**src/rtl/timer_pkg.sv**
```systemverilog
// ---------------------------------------------------------------------------
// timer_pkg
//   Shared types for the interval timer slice.
//   - state_e         : controller FSM state, encoding is visible on o_state
//   - MODE_ONESHOT    : interval fires once, then the timer returns to idle
//   - MODE_PERIODIC   : interval reloads from the latched period and repeats
// ---------------------------------------------------------------------------
package timer_pkg;

  typedef enum logic [1:0] {
    ST_IDLE  = 2'd0,
    ST_RUN   = 2'd1,
    ST_PAUSE = 2'd2,
    ST_DONE  = 2'd3
  } state_e;

  localparam logic MODE_ONESHOT  = 1'b0;
  localparam logic MODE_PERIODIC = 1'b1;

endpackage

```
**src/rtl/timer_if.sv**
```systemverilog
// ---------------------------------------------------------------------------
// timer_if
//   Control/status bundle between the CSR logic and the timer controller.
//   Control (master -> slave):
//     i_start  : pulse, latch i_period/i_mode and (re)start
//     i_stop   : pulse, abort without expiring
//     i_pause  : level, freeze the timer while high
//     i_mode   : 0 one-shot, 1 periodic (sampled with i_start)
//     i_period : ticks per interval (sampled with i_start)
//   Status (slave -> master):
//     o_busy, o_expire, o_err, o_remain, o_state
// ---------------------------------------------------------------------------
interface timer_if #(
  parameter int CNT_W = 16
);

  logic             i_start;
  logic             i_stop;
  logic             i_pause;
  logic             i_mode;
  logic [CNT_W-1:0] i_period;

  logic             o_busy;
  logic             o_expire;
  logic             o_err;
  logic [CNT_W-1:0] o_remain;
  logic [1:0]       o_state;

  modport master (
    output i_start, i_stop, i_pause, i_mode, i_period,
    input  o_busy, o_expire, o_err, o_remain, o_state
  );

  modport slave (
    input  i_start, i_stop, i_pause, i_mode, i_period,
    output o_busy, o_expire, o_err, o_remain, o_state
  );

endinterface

```
**src/rtl/counter.sv**
```systemverilog
// ---------------------------------------------------------------------------
// counter
//   Free-running modulo counter used as the timer prescaler. Counts 0..MAX_VAL
//   while i_cnt_en is high and emits a registered one-cycle o_tick on the
//   wrap. Holds its count (phase) while disabled.
//   Ports:
//     i_clk     : clock, rising edge
//     i_rst_n   : asynchronous active-low reset
//     i_srst    : synchronous clear of count and tick
//     i_cnt_en  : count enable
//     o_tick    : one-cycle pulse, registered on the cycle the count wraps
// ---------------------------------------------------------------------------
module counter #(
  parameter int MAX_VAL = 7,
  parameter int WIDTH   = 4
) (
  input  logic i_clk,
  input  logic i_rst_n,
  input  logic i_srst,
  input  logic i_cnt_en,
  output logic o_tick
);

  logic [WIDTH-1:0] cnt_q;

  // The tick only lives for one cycle: any cycle that is not a wrap drops it,
  // including disabled cycles, so a frozen prescaler never repeats a tick.
  always_ff @(posedge i_clk or negedge i_rst_n) begin
    if (!i_rst_n) begin
      cnt_q  <= '0;
      o_tick <= 1'b0;
    end else if (i_srst) begin
      cnt_q  <= '0;
      o_tick <= 1'b0;
    end else if (i_cnt_en) begin
      if (cnt_q == WIDTH'(MAX_VAL)) begin
        cnt_q  <= '0;
        o_tick <= 1'b1;
      end else begin
        cnt_q  <= cnt_q + WIDTH'(1);
        o_tick <= 1'b0;
      end
    end else begin
      o_tick <= 1'b0;
    end
  end

endmodule

```
**src/rtl/timer_ctrl.sv**
```systemverilog
// ---------------------------------------------------------------------------
// timer_ctrl
//   Programmable interval timer controller. A prescaler (counter) divides the
//   clock into ticks; the controller counts ticks down from the latched
//   period and pulses o_expire when the interval elapses. One-shot and
//   periodic modes, start/restart, stop and pause control.
//   Ports:
//     i_clk   : clock, rising edge
//     i_rst_n : asynchronous active-low reset
//     bus     : timer_if slave modport (control in, status out)
//   All status outputs are registered.
// ---------------------------------------------------------------------------
module timer_ctrl
  import timer_pkg::*;
#(
  parameter int PRESCALE = 8,
  parameter int PSC_W    = 4,
  parameter int CNT_W    = 16
) (
  input  logic    i_clk,
  input  logic    i_rst_n,
  timer_if.slave  bus
);

  state_e           state_q, state_d;
  logic [CNT_W-1:0] remain_q, remain_d;
  logic [CNT_W-1:0] period_q, period_d;
  logic             mode_q, mode_d;
  logic             mask_q, mask_d;
  logic             busy_q, busy_d;
  logic             expire_q, expire_d;
  logic             err_q, err_d;
  logic             psc_srst;
  logic             psc_en;
  logic             psc_tick;
  logic             tick;
  logic             start_ok;

  // A start with a zero period is rejected; only a valid start restarts.
  assign start_ok = bus.i_start && (bus.i_period != '0);

  // Prescaler only advances in RUN, so PAUSE freezes its phase in place.
  assign psc_en = (state_q == ST_RUN);

  // Drop any tick in the cycle right after a start/restart/stop so a tick
  // belonging to the previous interval can never decrement the new one.
  assign tick = psc_tick && !mask_q;

  counter #(
    .MAX_VAL (PRESCALE - 1),
    .WIDTH   (PSC_W)
  ) u_prescaler (
    .i_clk    (i_clk),
    .i_rst_n  (i_rst_n),
    .i_srst   (psc_srst),
    .i_cnt_en (psc_en),
    .o_tick   (psc_tick)
  );

  // Next-state logic. Stop beats start beats pause. Ticks are consumed in
  // PAUSE as well as RUN: a tick registered on the last RUN cycle arrives
  // after the state has already moved to PAUSE and must not be lost.
  always_comb begin
    state_d  = state_q;
    remain_d = remain_q;
    period_d = period_q;
    mode_d   = mode_q;
    mask_d   = 1'b0;
    expire_d = 1'b0;
    err_d    = 1'b0;
    psc_srst = 1'b0;

    if (bus.i_stop) begin
      state_d  = ST_IDLE;
      remain_d = '0;
      psc_srst = 1'b1;
      mask_d   = 1'b1;
    end else if (start_ok) begin
      state_d  = ST_RUN;
      remain_d = bus.i_period;
      period_d = bus.i_period;
      mode_d   = bus.i_mode;
      psc_srst = 1'b1;
      mask_d   = 1'b1;
    end else begin
      err_d = bus.i_start;
      case (state_q)
        ST_IDLE: state_d = ST_IDLE;
        ST_DONE: state_d = ST_IDLE;
        ST_RUN, ST_PAUSE: begin
          state_d = bus.i_pause ? ST_PAUSE : ST_RUN;
          if (tick) begin
            if (remain_q == CNT_W'(1)) begin
              expire_d = 1'b1;
              if (mode_q == MODE_PERIODIC) begin
                remain_d = period_q;
              end else begin
                remain_d = '0;
                state_d  = ST_DONE;
              end
            end else if (remain_q != '0) begin
              remain_d = remain_q - CNT_W'(1);
            end
          end
        end
        default: state_d = ST_IDLE;
      endcase
    end

    busy_d = (state_d == ST_RUN) || (state_d == ST_PAUSE);
  end

  // State, interval registers and registered status outputs.
  always_ff @(posedge i_clk or negedge i_rst_n) begin
    if (!i_rst_n) begin
      state_q  <= ST_IDLE;
      remain_q <= '0;
      period_q <= '0;
      mode_q   <= MODE_ONESHOT;
      mask_q   <= 1'b0;
      busy_q   <= 1'b0;
      expire_q <= 1'b0;
      err_q    <= 1'b0;
    end else begin
      state_q  <= state_d;
      remain_q <= remain_d;
      period_q <= period_d;
      mode_q   <= mode_d;
      mask_q   <= mask_d;
      busy_q   <= busy_d;
      expire_q <= expire_d;
      err_q    <= err_d;
    end
  end

  assign bus.o_busy   = busy_q;
  assign bus.o_expire = expire_q;
  assign bus.o_err    = err_q;
  assign bus.o_remain = remain_q;
  assign bus.o_state  = state_q;

endmodule

```
**src/flat_wrapper.sv**
```systemverilog
// flat-port wrapper written by rule: the top's interface ports become plain ports
module timer_ctrl_flat import timer_pkg::*;
#(
  parameter int PRESCALE = 8,
  parameter int PSC_W    = 4,
  parameter int CNT_W    = 16
)
  (i_clk, i_rst_n, bus_i_start, bus_i_stop, bus_i_pause, bus_i_mode, bus_i_period, bus_o_busy, bus_o_expire, bus_o_err, bus_o_remain, bus_o_state);
  timer_if #(.CNT_W(CNT_W)) bus_i ();
  input  logic i_clk;
  input  logic i_rst_n;
  input wire logic [$bits(bus_i.i_start)-1:0] bus_i_start;
  input wire logic [$bits(bus_i.i_stop)-1:0] bus_i_stop;
  input wire logic [$bits(bus_i.i_pause)-1:0] bus_i_pause;
  input wire logic [$bits(bus_i.i_mode)-1:0] bus_i_mode;
  input wire logic [$bits(bus_i.i_period)-1:0] bus_i_period;
  output wire logic [$bits(bus_i.o_busy)-1:0] bus_o_busy;
  output wire logic [$bits(bus_i.o_expire)-1:0] bus_o_expire;
  output wire logic [$bits(bus_i.o_err)-1:0] bus_o_err;
  output wire logic [$bits(bus_i.o_remain)-1:0] bus_o_remain;
  output wire logic [$bits(bus_i.o_state)-1:0] bus_o_state;
  assign bus_i.i_start = bus_i_start;
  assign bus_i.i_stop = bus_i_stop;
  assign bus_i.i_pause = bus_i_pause;
  assign bus_i.i_mode = bus_i_mode;
  assign bus_i.i_period = bus_i_period;
  assign bus_o_busy = bus_i.o_busy;
  assign bus_o_expire = bus_i.o_expire;
  assign bus_o_err = bus_i.o_err;
  assign bus_o_remain = bus_i.o_remain;
  assign bus_o_state = bus_i.o_state;
  timer_ctrl #(.PRESCALE(PRESCALE), .PSC_W(PSC_W), .CNT_W(CNT_W)) u_core (.i_clk(i_clk), .i_rst_n(i_rst_n), .bus(bus_i));
endmodule
```
**config.mk**
```make
export PLATFORM = sky130hd
export DESIGN_NAME = timer_ctrl_flat
export DESIGN_NICKNAME = d
export VERILOG_FILES = /design/src/rtl/timer_pkg.sv /design/src/rtl/timer_if.sv /design/src/rtl/counter.sv /design/src/rtl/timer_ctrl.sv /design/src/flat_wrapper.sv
export SDC_FILE = /design/constraint.sdc
export NUM_CORES = 1
export LEC_CHECK = 0
export ABC_AREA = 1
export CORE_MARGIN = 5
export CORE_UTILIZATION = 49
export DETAILED_ROUTE_END_ITERATION = 6
export PLACE_DENSITY = 0.73
export SYNTH_ARGS = -nofsm -noshare
export SYNTH_HDL_FRONTEND = slang
export SYNTH_SLANG_ARGS = --single-unit
export TNS_END_PERCENT = 100
```
**constraint.sdc**
```tcl
create_clock -name i_clk -period 1.7 [get_ports i_clk]
set_input_delay 0.34 -clock i_clk [delete_from_list [all_inputs] [get_ports i_clk]]
set_output_delay 0.34 -clock i_clk [all_outputs]
set_load 0.02 [all_outputs]
```
==> results of run 1 <==
-- Yosys cell counts (3+ instances only) --
cell,number,area share (%)
sky130_fd_sc_hd__a21oi_1,8,1.4
sky130_fd_sc_hd__a21oi_2,3,0.94
sky130_fd_sc_hd__buf_2,3,0.54
sky130_fd_sc_hd__buf_4,3,0.81
sky130_fd_sc_hd__dfrtp_1,44,40
sky130_fd_sc_hd__ha_1,4,1.8
sky130_fd_sc_hd__inv_1,27,3.6
sky130_fd_sc_hd__inv_2,3,0.40
sky130_fd_sc_hd__nand2_1,140,19
sky130_fd_sc_hd__nand2_2,13,2.9
sky130_fd_sc_hd__nand3_1,34,6.1
sky130_fd_sc_hd__nand4_1,3,0.67
sky130_fd_sc_hd__nor2_1,83,11
sky130_fd_sc_hd__nor2_2,13,2.9
sky130_fd_sc_hd__nor2_4,4,1.6
sky130_fd_sc_hd__nor3_1,3,0.54
sky130_fd_sc_hd__o21ai_0,5,0.90
sky130_fd_sc_hd__xor2_1,3,0.94
-- repair_timing --
action | 4_1_cts | 5_1_grt
cloned | 0 | 5
resized for setup | 26 | 76
endpoints found under the setup margin | 34 | 34
endpoints found under the hold margin | 0 | 0
setup buffers | 1 | 14
pin swaps | 3 | 45
-- registers in the layout, indices dropped and copies added (netlist names) --
name                       flops
u_core.bus.o_busy              1
u_core.bus.o_err               1
u_core.bus.o_expire            1
u_core.bus.o_remain           16
u_core.bus.o_state             2
u_core.mask_q                  1
u_core.mode_q                  1
u_core.period_q               16
u_core.u_prescaler.cnt_q       4
u_core.u_prescaler.o_tick      1
-- per-layer routing --
layer	GRT usage (%)	part of all wire, %	up-vias	wire (µm)
li1	-	-	1501	-
met1	28.80	40	1473	3697
met2	39.34	51	163	4719
met3	3.204	7.0	21	651
met4	7.482	2.3	0	211
met5	0	0	-	0
-- logic make-up (layout without fill, tap and decap cells) --
kind of cell               Yosys count  after routing  synth area share [%]
and+or+nand+nor                    299            303                 46.57
DFF                                 44             44                 39.52
buffers and inverters               41            152                 7.005
AOI/OAI and AO/OA                   17             17                 3.862
adders and majority gates            4              4                 1.796
xor gates and xnor gates             4              4                 1.258
-- final cells by class --
| cell class | count | share of cell area (%) |
|---|---|---|
| clock buffers | 6 | 1.703 |
| clock inverters | 2 | 1.410 |
| inverters | 30 | 2.819 |
| multi-input cells | 328 | 40.79 |
| flip-flops and latches | 44 | 25.90 |
| well taps | 72 | 2.115 |
| repair buffers | 114 | 25.26 |
-- critical path: cells and delay by family, from the launching register on --
family,cells,cell delay (ns)
buffers and inverters,3,0.31
and+or+nand+nor,8,0.71
adders and majority gates,1,0.15
DFF,1,0.41
-- power breakdown --
| group | leakage [nW] | switching [W] | internal [W] | total, W |
|---|---|---|---|---|
| Sequential | 0.556 | 0.0000755 | 0.00114 | 0.00122 |
| Clock | 0.0654 | 0.000381 | 0.000588 | 0.000968 |
| Combinational | 1.60 | 0.000602 | 0.000441 | 0.00104 |
| Total | 2.22 | 0.00106 | 0.00217 | 0.00323 |
-- metrics by stage --
stage | hold WS (ns) | TNS [ns] | power, W
6_report | -0.01665 | -0.08159 | 0.003231
4_1_cts | 0.006775 | -0.01828 | 0.003068
2_1_floorplan | 0.04441 | 0 | 0.001709
3_5_place_dp | 0.3394 | -9.821 | 0.002133
5_1_grt | 0.02176 | -1.294 | 0.003371
3_3_place_gp | 0.3285 | -7.768 | 0.002112
-- path summary, 6_finish.rpt --
kind,start,end,cells after the start
min,i_rst_n,u_core.bus.o_state[1],1
min reg2reg,u_core.period_q[11],u_core.period_q[11],2
max reg2reg,u_core.bus.o_remain[1],u_core.bus.o_remain[14],12
min in group i_clk,bus_i_period[1],u_core.period_q[1],3
max,u_core.bus.o_remain[1],u_core.bus.o_remain[14],12
max in group asynchronous,i_rst_n,u_core.period_q[14],2
==> run_summary.xml, run 1 <==
<?xml version="1.0" encoding="UTF-8"?>
<metrics>
  <group name="power_and_ir_drop">
    <metric name="powerDensity" unit="nW/µm²">758.3</metric>
    <metric name="p_leak" unit="nW">2.221</metric>
    <metric name="power.ir.vdd_worst" unit="mV">0.6869</metric>
  </group>
  <group name="global_route">
    <metric name="grt_max_degree" unit="">28</metric>
    <metric name="initial_antenna_violation_count" unit="">0</metric>
    <metric name="grt_first_pass_wirelength" unit="mm">13.28</metric>
    <metric name="grt_util_all_layers" unit="%">22.65</metric>
    <metric name="grt_overflow_total" unit="">0</metric>
    <metric name="first_global_vias" unit="">2885</metric>
  </group>
  <group name="yosys">
    <metric name="synthesis.area_per_instance" unit="µm²">6.813</metric>
    <metric name="yosysWarnings" unit="">0</metric>
    <metric name="syn_inst" unit="">409</metric>
    <metric name="synth-seq-cells" unit="">44</metric>
    <metric name="total_nets_after_synthesis" unit="">435</metric>
    <metric name="ys_seq_area_share" unit="%">39.52</metric>
    <metric name="ys.flop_type" unit="">sky130_fd_sc_hd__dfrtp_1</metric>
    <metric name="synth-edff-count" unit="">0</metric>
    <metric name="synthDistinctLibCells" unit="">29</metric>
    <metric name="netlist_area" unit="µm²">2786</metric>
    <metric name="async_reset_ff_share" unit="%">100.0</metric>
  </group>
  <group name="timing">
    <metric name="highest_clock_rate" unit="GHz">0.5790</metric>
    <metric name="layout_min_cycle_time" unit="ns">1.727</metric>
    <metric name="timing.final.crit_share" unit="%">101.6</metric>
    <metric name="worst_hold_slack" unit="ns">-0.01665</metric>
    <metric name="rsz0062_at_grt" unit="">yes</metric>
    <metric name="final_max_slew_viol_count" unit="">0</metric>
    <metric name="skew" unit="ns">0.01410</metric>
    <metric name="hold_viol" unit="">17</metric>
    <metric name="timing_worst_slew_pin_value" unit="ns">0.5159</metric>
    <metric name="maxSlewHeadroom" unit="%">65.61</metric>
    <metric name="setup_viol_count_final" unit="">8</metric>
    <metric name="postLayoutSetupSlackWorst" unit="ns">-0.02702</metric>
  </group>
  <group name="final_layout">
    <metric name="area.growth.synth_to_final" unit="%">52.90</metric>
    <metric name="postLayoutCoreUtil" unit="%">77.37</metric>
    <metric name="num-fill-cells" unit="">390</metric>
    <metric name="mostFrequentLayoutCells" unit="">sky130_fd_sc_hd__nand2_1, sky130_fd_sc_hd__nor2_1, sky130_fd_sc_hd__buf_4, sky130_fd_sc_hd__dfrtp_1, sky130_fd_sc_hd__nand3_1</metric>
    <metric name="seqCellArea" unit="µm²">1104</metric>
    <metric name="post_route_cell_area" unit="µm²">4260</metric>
    <metric name="drive_gt1_share" unit="%">32.06</metric>
    <metric name="layout.cells.non_filler" unit="">596</metric>
    <metric name="layout_commonest_cell" unit="">sky130_fd_sc_hd__nand2_1</metric>
    <metric name="antenna_cells" unit="">0</metric>
    <metric name="multiInputGateArea" unit="µm²">1738</metric>
    <metric name="final_net_count" unit="">549</metric>
  </group>
  <group name="setup_path">
    <metric name="crit_path_kind" unit="">register to register</metric>
    <metric name="path_max_fanout" unit="">7</metric>
    <metric name="cp_slowest_stage_delay" unit="ns">0.41</metric>
    <metric name="arrival" unit="ns">1.93</metric>
    <metric name="endpoint_kind" unit="">register</metric>
    <metric name="ff2ff_setup_slack" unit="ns">-0.03</metric>
    <metric name="cp_cell_sequence" unit="">inv_2 -&gt; ha_4 -&gt; nand2_4 -&gt; nor2_4 -&gt; inv_2 -&gt; nand3_2 -&gt; nand2_4 -&gt; buf_12 -&gt; nand2_8 -&gt; nand2_2 -&gt; nor2_2 -&gt; nor2_2</metric>
    <metric name="required" unit="ns">1.90</metric>
    <metric name="worstSetupStartpointType" unit="">register</metric>
    <metric name="critPathSlowestCell" unit="">sky130_fd_sc_hd__dfrtp_1</metric>
  </group>
  <group name="placed_design">
    <metric name="place_hpwl" unit="mm">5.978</metric>
    <metric name="finalWeightedCongestion" unit="">0.8054</metric>
    <metric name="dp_worst_setup_slack" unit="ns">-0.3230</metric>
    <metric name="dpl_cell_area" unit="µm²">3643</metric>
    <metric name="port_buffers" unit="">42</metric>
    <metric name="post-place-cells" unit="">568</metric>
  </group>
  <group name="detailed_routing">
    <metric name="drtPass1Iterations" unit="">7</metric>
    <metric name="total_wirelength_of_the_detailed_routed_design" unit="mm">9.279</metric>
    <metric name="route.detailed.drc" unit="">3</metric>
    <metric name="wl_per_cell" unit="µm">15.57</metric>
    <metric name="detail_route.vias_per_cell" unit="">5.299</metric>
    <metric name="antenna_left" unit="">0</metric>
    <metric name="routed-via-count" unit="">3158</metric>
    <metric name="drtIter0Drc" unit="">397</metric>
  </group>
  <group name="floorplanning">
    <metric name="initial_core_util" unit="%">50.60</metric>
    <metric name="dieArea" unit="µm²">7295</metric>
    <metric name="design.core.area" unit="µm²">5507</metric>
    <metric name="dieHeight" unit="µm">85.41</metric>
    <metric name="die_width" unit="µm">85.41</metric>
    <metric name="io-pin-count" unit="">43</metric>
    <metric name="placement_rows" unit="">27</metric>
  </group>
  <group name="status">
    <metric name="status" unit="">complete, but fails checks</metric>
    <metric name="violations" unit="">design-rule violations, negative hold slack, negative setup slack</metric>
  </group>
  <group name="cts">
    <metric name="h_tree_depth" unit="">2</metric>
    <metric name="clkTransAtPathRegs" unit="ns">0.10</metric>
    <metric name="cts_max_path_buffers" unit="">2</metric>
    <metric name="postCtsHoldBufs" unit="">0</metric>
    <metric name="insertion_delay" unit="ns">0.32</metric>
    <metric name="cts-buffers-inserted" unit="">5</metric>
    <metric name="library_cell_used_as_clock_root_buffer" unit="">sky130_fd_sc_hd__clkbuf_8</metric>
    <metric name="number_of_sinks_driven_by_the_clock_tree" unit="">44</metric>
    <metric name="tritoncts" unit="">yes</metric>
  </group>
  <group name="run">
    <metric name="max-cap-violations" unit="">0</metric>
  </group>
  <group name="hold_path">
    <metric name="worst_hold_class" unit="">input pin to async pin</metric>
  </group>
</metrics>
No activity file was read; power rests on OpenSTA's default activity.
==> run 2: changes to the inputs <==
- GPL_ROUTABILITY_DRIVEN: unset -> 1
- HOLD_SLACK_MARGIN: unset -> 0.03
==> run 2 against run 1 <==
The run ends with negative setup slack left. Setup slack improved by 0.0033 ns. Wire length shrank 0.30%. Cell count grew 0.17%. Critical path type unchanged. Critical endpoint unchanged. Largest cell class unchanged. Highest routed layer unchanged.
==> run_summary.xml, run 2 (synthesis results as in run 1) <==
<?xml version="1.0" encoding="UTF-8"?>
<metrics>
  <group name="floorplanning">
    <metric name="io-pin-count" unit="">43</metric>
    <metric name="placement_rows" unit="">27</metric>
    <metric name="initial_core_util" unit="%">50.60</metric>
    <metric name="design.core.area" unit="µm²">5507</metric>
    <metric name="dieArea" unit="µm²">7295</metric>
    <metric name="dieHeight" unit="µm">85.41</metric>
    <metric name="die_width" unit="µm">85.41</metric>
  </group>
  <group name="hold_path">
    <metric name="worst_hold_class" unit="">input pin to register</metric>
  </group>
  <group name="final_layout">
    <metric name="antenna_cells" unit="">0</metric>
    <metric name="mostFrequentLayoutCells" unit="">sky130_fd_sc_hd__nand2_1, sky130_fd_sc_hd__nor2_1, sky130_fd_sc_hd__buf_4, sky130_fd_sc_hd__dfrtp_1, sky130_fd_sc_hd__nand3_1</metric>
    <metric name="post_route_cell_area" unit="µm²">4270</metric>
    <metric name="num-fill-cells" unit="">390</metric>
    <metric name="final_net_count" unit="">550</metric>
    <metric name="layout_commonest_cell" unit="">sky130_fd_sc_hd__nand2_1</metric>
    <metric name="drive_gt1_share" unit="%">32.00</metric>
    <metric name="area.growth.synth_to_final" unit="%">53.26</metric>
  </group>
  <group name="timing">
    <metric name="timing.final.crit_share" unit="%">101.4</metric>
    <metric name="hold_viol" unit="">0</metric>
    <metric name="timing_worst_slew_pin_value" unit="ns">0.5147</metric>
    <metric name="layout_min_cycle_time" unit="ns">1.724</metric>
    <metric name="postLayoutSetupSlackWorst" unit="ns">-0.02368</metric>
    <metric name="setup_viol_count_final" unit="">6</metric>
    <metric name="worst_hold_slack" unit="ns">0.3644</metric>
    <metric name="rsz0062_at_grt" unit="">yes</metric>
    <metric name="skew" unit="ns">0.01200</metric>
    <metric name="maxSlewHeadroom" unit="%">65.68</metric>
    <metric name="highest_clock_rate" unit="GHz">0.5802</metric>
    <metric name="final_max_slew_viol_count" unit="">0</metric>
  </group>
  <group name="detailed_routing">
    <metric name="route.detailed.drc" unit="">0</metric>
    <metric name="routed-via-count" unit="">3181</metric>
    <metric name="drtIter0Drc" unit="">326</metric>
    <metric name="wl_per_cell" unit="µm">15.50</metric>
    <metric name="total_wirelength_of_the_detailed_routed_design" unit="mm">9.251</metric>
    <metric name="antenna_left" unit="">0</metric>
    <metric name="detail_route.vias_per_cell" unit="">5.328</metric>
    <metric name="drtPass1Iterations" unit="">7</metric>
  </group>
  <group name="global_route">
    <metric name="grt_overflow_total" unit="">0</metric>
    <metric name="grt_util_all_layers" unit="%">22.67</metric>
    <metric name="grt_max_degree" unit="">28</metric>
    <metric name="first_global_vias" unit="">2886</metric>
    <metric name="initial_antenna_violation_count" unit="">0</metric>
    <metric name="grt_first_pass_wirelength" unit="mm">13.29</metric>
  </group>
  <group name="setup_path">
    <metric name="arrival" unit="ns">1.92</metric>
    <metric name="ff2ff_setup_slack" unit="ns">-0.02</metric>
    <metric name="endpoint_kind" unit="">register</metric>
    <metric name="cp-endpoint" unit="">u_core.bus.o_remain[14]</metric>
    <metric name="worstSetupStartpoint" unit="">u_core.bus.o_remain[1]</metric>
    <metric name="required" unit="ns">1.90</metric>
    <metric name="path_max_fanout" unit="">7</metric>
    <metric name="timing.rr.end" unit="">u_core.bus.o_remain[14]</metric>
    <metric name="worstSetupStartpointType" unit="">register</metric>
    <metric name="crit_path_kind" unit="">register to register</metric>
    <metric name="crit_reg_reg_startpoint" unit="">u_core.bus.o_remain[1]</metric>
    <metric name="reg2regPathDepth" unit="">12</metric>
  </group>
  <group name="power_and_ir_drop">
    <metric name="internal-power" unit="W">0.002174</metric>
    <metric name="pwr-share-comb" unit="%">32.3</metric>
    <metric name="switchingPower" unit="W">0.001054</metric>
    <metric name="power_frac_clock" unit="%">29.9</metric>
    <metric name="report.power.total" unit="W">0.003229</metric>
    <metric name="seqPwrFrac" unit="%">37.8</metric>
    <metric name="p_leak" unit="nW">2.225</metric>
    <metric name="powerDensity" unit="nW/µm²">756.1</metric>
    <metric name="power.share.switching" unit="%">32.66</metric>
    <metric name="power.ir.vdd_worst" unit="mV">0.6873</metric>
  </group>
  <group name="cts">
    <metric name="clkTransAtPathRegs" unit="ns">0.09</metric>
    <metric name="tritoncts" unit="">yes</metric>
    <metric name="cts_max_path_buffers" unit="">2</metric>
    <metric name="h_tree_depth" unit="">2</metric>
    <metric name="library_cell_used_as_clock_root_buffer" unit="">sky130_fd_sc_hd__clkbuf_8</metric>
    <metric name="number_of_sinks_driven_by_the_clock_tree" unit="">44</metric>
    <metric name="insertion_delay" unit="ns">0.31</metric>
    <metric name="cts-buffers-inserted" unit="">5</metric>
  </group>
  <group name="placed_design">
    <metric name="port_buffers" unit="">42</metric>
    <metric name="dpl_cell_area" unit="µm²">3643</metric>
    <metric name="finalWeightedCongestion" unit="">0.8054</metric>
    <metric name="place_hpwl" unit="mm">5.978</metric>
  </group>
  <group name="status">
    <metric name="status" unit="">complete, but fails checks</metric>
    <metric name="violations" unit="">negative setup slack</metric>
  </group>
  <group name="run">
    <metric name="max-cap-violations" unit="">0</metric>
  </group>
</metrics>
-- run 2: metrics by stage --
stage / cells / setup slack (ns) / setup TNS (ns) / utilization (%)
after detailed placement: 568 / -0.3230 / -9.821 / 66.17
after CTS: 578 / -0.01442 / -0.01828 / 69.39
final: 597 / -0.02368 / -0.08568 / 77.55
after floorplan: 409 / 0.002995 / 0 / -
after global placement: 568 / -0.2731 / -7.768 / 66.17
after global routing: 597 / -0.1191 / -1.294 / 77.55
-- run 2: worst min path at each step --
stage / start / to / slack, ns / cells past startpoint
floorplan: i_rst_n / u_core.bus.o_busy / 0.04 / 0
global placement: i_rst_n / u_core.u_prescaler.cnt_q[1] / 0.33 / 1
detailed placement: i_rst_n / u_core.u_prescaler.cnt_q[1] / 0.34 / 1
CTS: u_core.period_q[0] / u_core.period_q[0] / 0.48 / 2
global route: bus_i_period[2] / u_core.period_q[2] / 0.40 / 3
finish: bus_i_period[2] / u_core.period_q[2] / 0.36 / 3
-- run 2: area by class of cell --
class / count / area [µm²] / share of cell area [%]
multi-input combinational: 328 / 1738 / 40.70
sequential: 44 / 1104 / 25.84
inverter: 30 / 120.1 / 2.813
tap: 72 / 90.09 / 2.110
clock buffer: 6 / 72.57 / 1.699
clock inverter: 2 / 60.06 / 1.406
timing repair buffer: 115 / 1086 / 25.43
-- run 2: worst max-delay path: stages, from the launching register on --
cell                      delay (ns)
sky130_fd_sc_hd__dfrtp_1        0.41
sky130_fd_sc_hd__inv_2          0.11
sky130_fd_sc_hd__ha_4           0.15
sky130_fd_sc_hd__nand2_4        0.05
sky130_fd_sc_hd__nor2_4         0.16
sky130_fd_sc_hd__inv_2          0.05
sky130_fd_sc_hd__nand3_2        0.08
sky130_fd_sc_hd__nand2_4        0.10
sky130_fd_sc_hd__buf_12         0.15
sky130_fd_sc_hd__nand2_8        0.09
sky130_fd_sc_hd__nand2_2        0.06
sky130_fd_sc_hd__nor2_2         0.13
sky130_fd_sc_hd__nor2_2         0.05
-- run 2: timing repair --
item                                    CTS  global route
endpoints found under the setup margin   34            34
pin swaps                                 3            45
gates resized for setup                  26            76
cloned                                    0             5
endpoints found under the hold margin    20             0
hold buffers                              1             0
setup buffers                             1            14
-- run 2: per-layer routing --
metal	global-route usage [%]	wire length (µm)	vias to the layer above
met4	7.482	233	0
li1	-	-	1504
met2	39.34	4697	175
met5	0	0	-
met1	28.86	3564	1480
met3	3.204	755	22
-- run 2: power by group through the flow --
| stage | Sequential (W) | Clock, W | Combinational (W) |
|---|---|---|---|
| 4_1_cts | 0.00121 | 0.000960 | 0.000901 |
| 5_1_grt | 0.00123 | 0.00101 | 0.00113 |
| 3_5_place_dp | 0.00123 | 0 | 0.000904 |
| 2_1_floorplan | 0.00130 | 0 | 0.000412 |
| 3_3_place_gp | 0.00123 | 0 | 0.000887 |
| 6_report | 0.00122 | 0.000966 | 0.00104 |
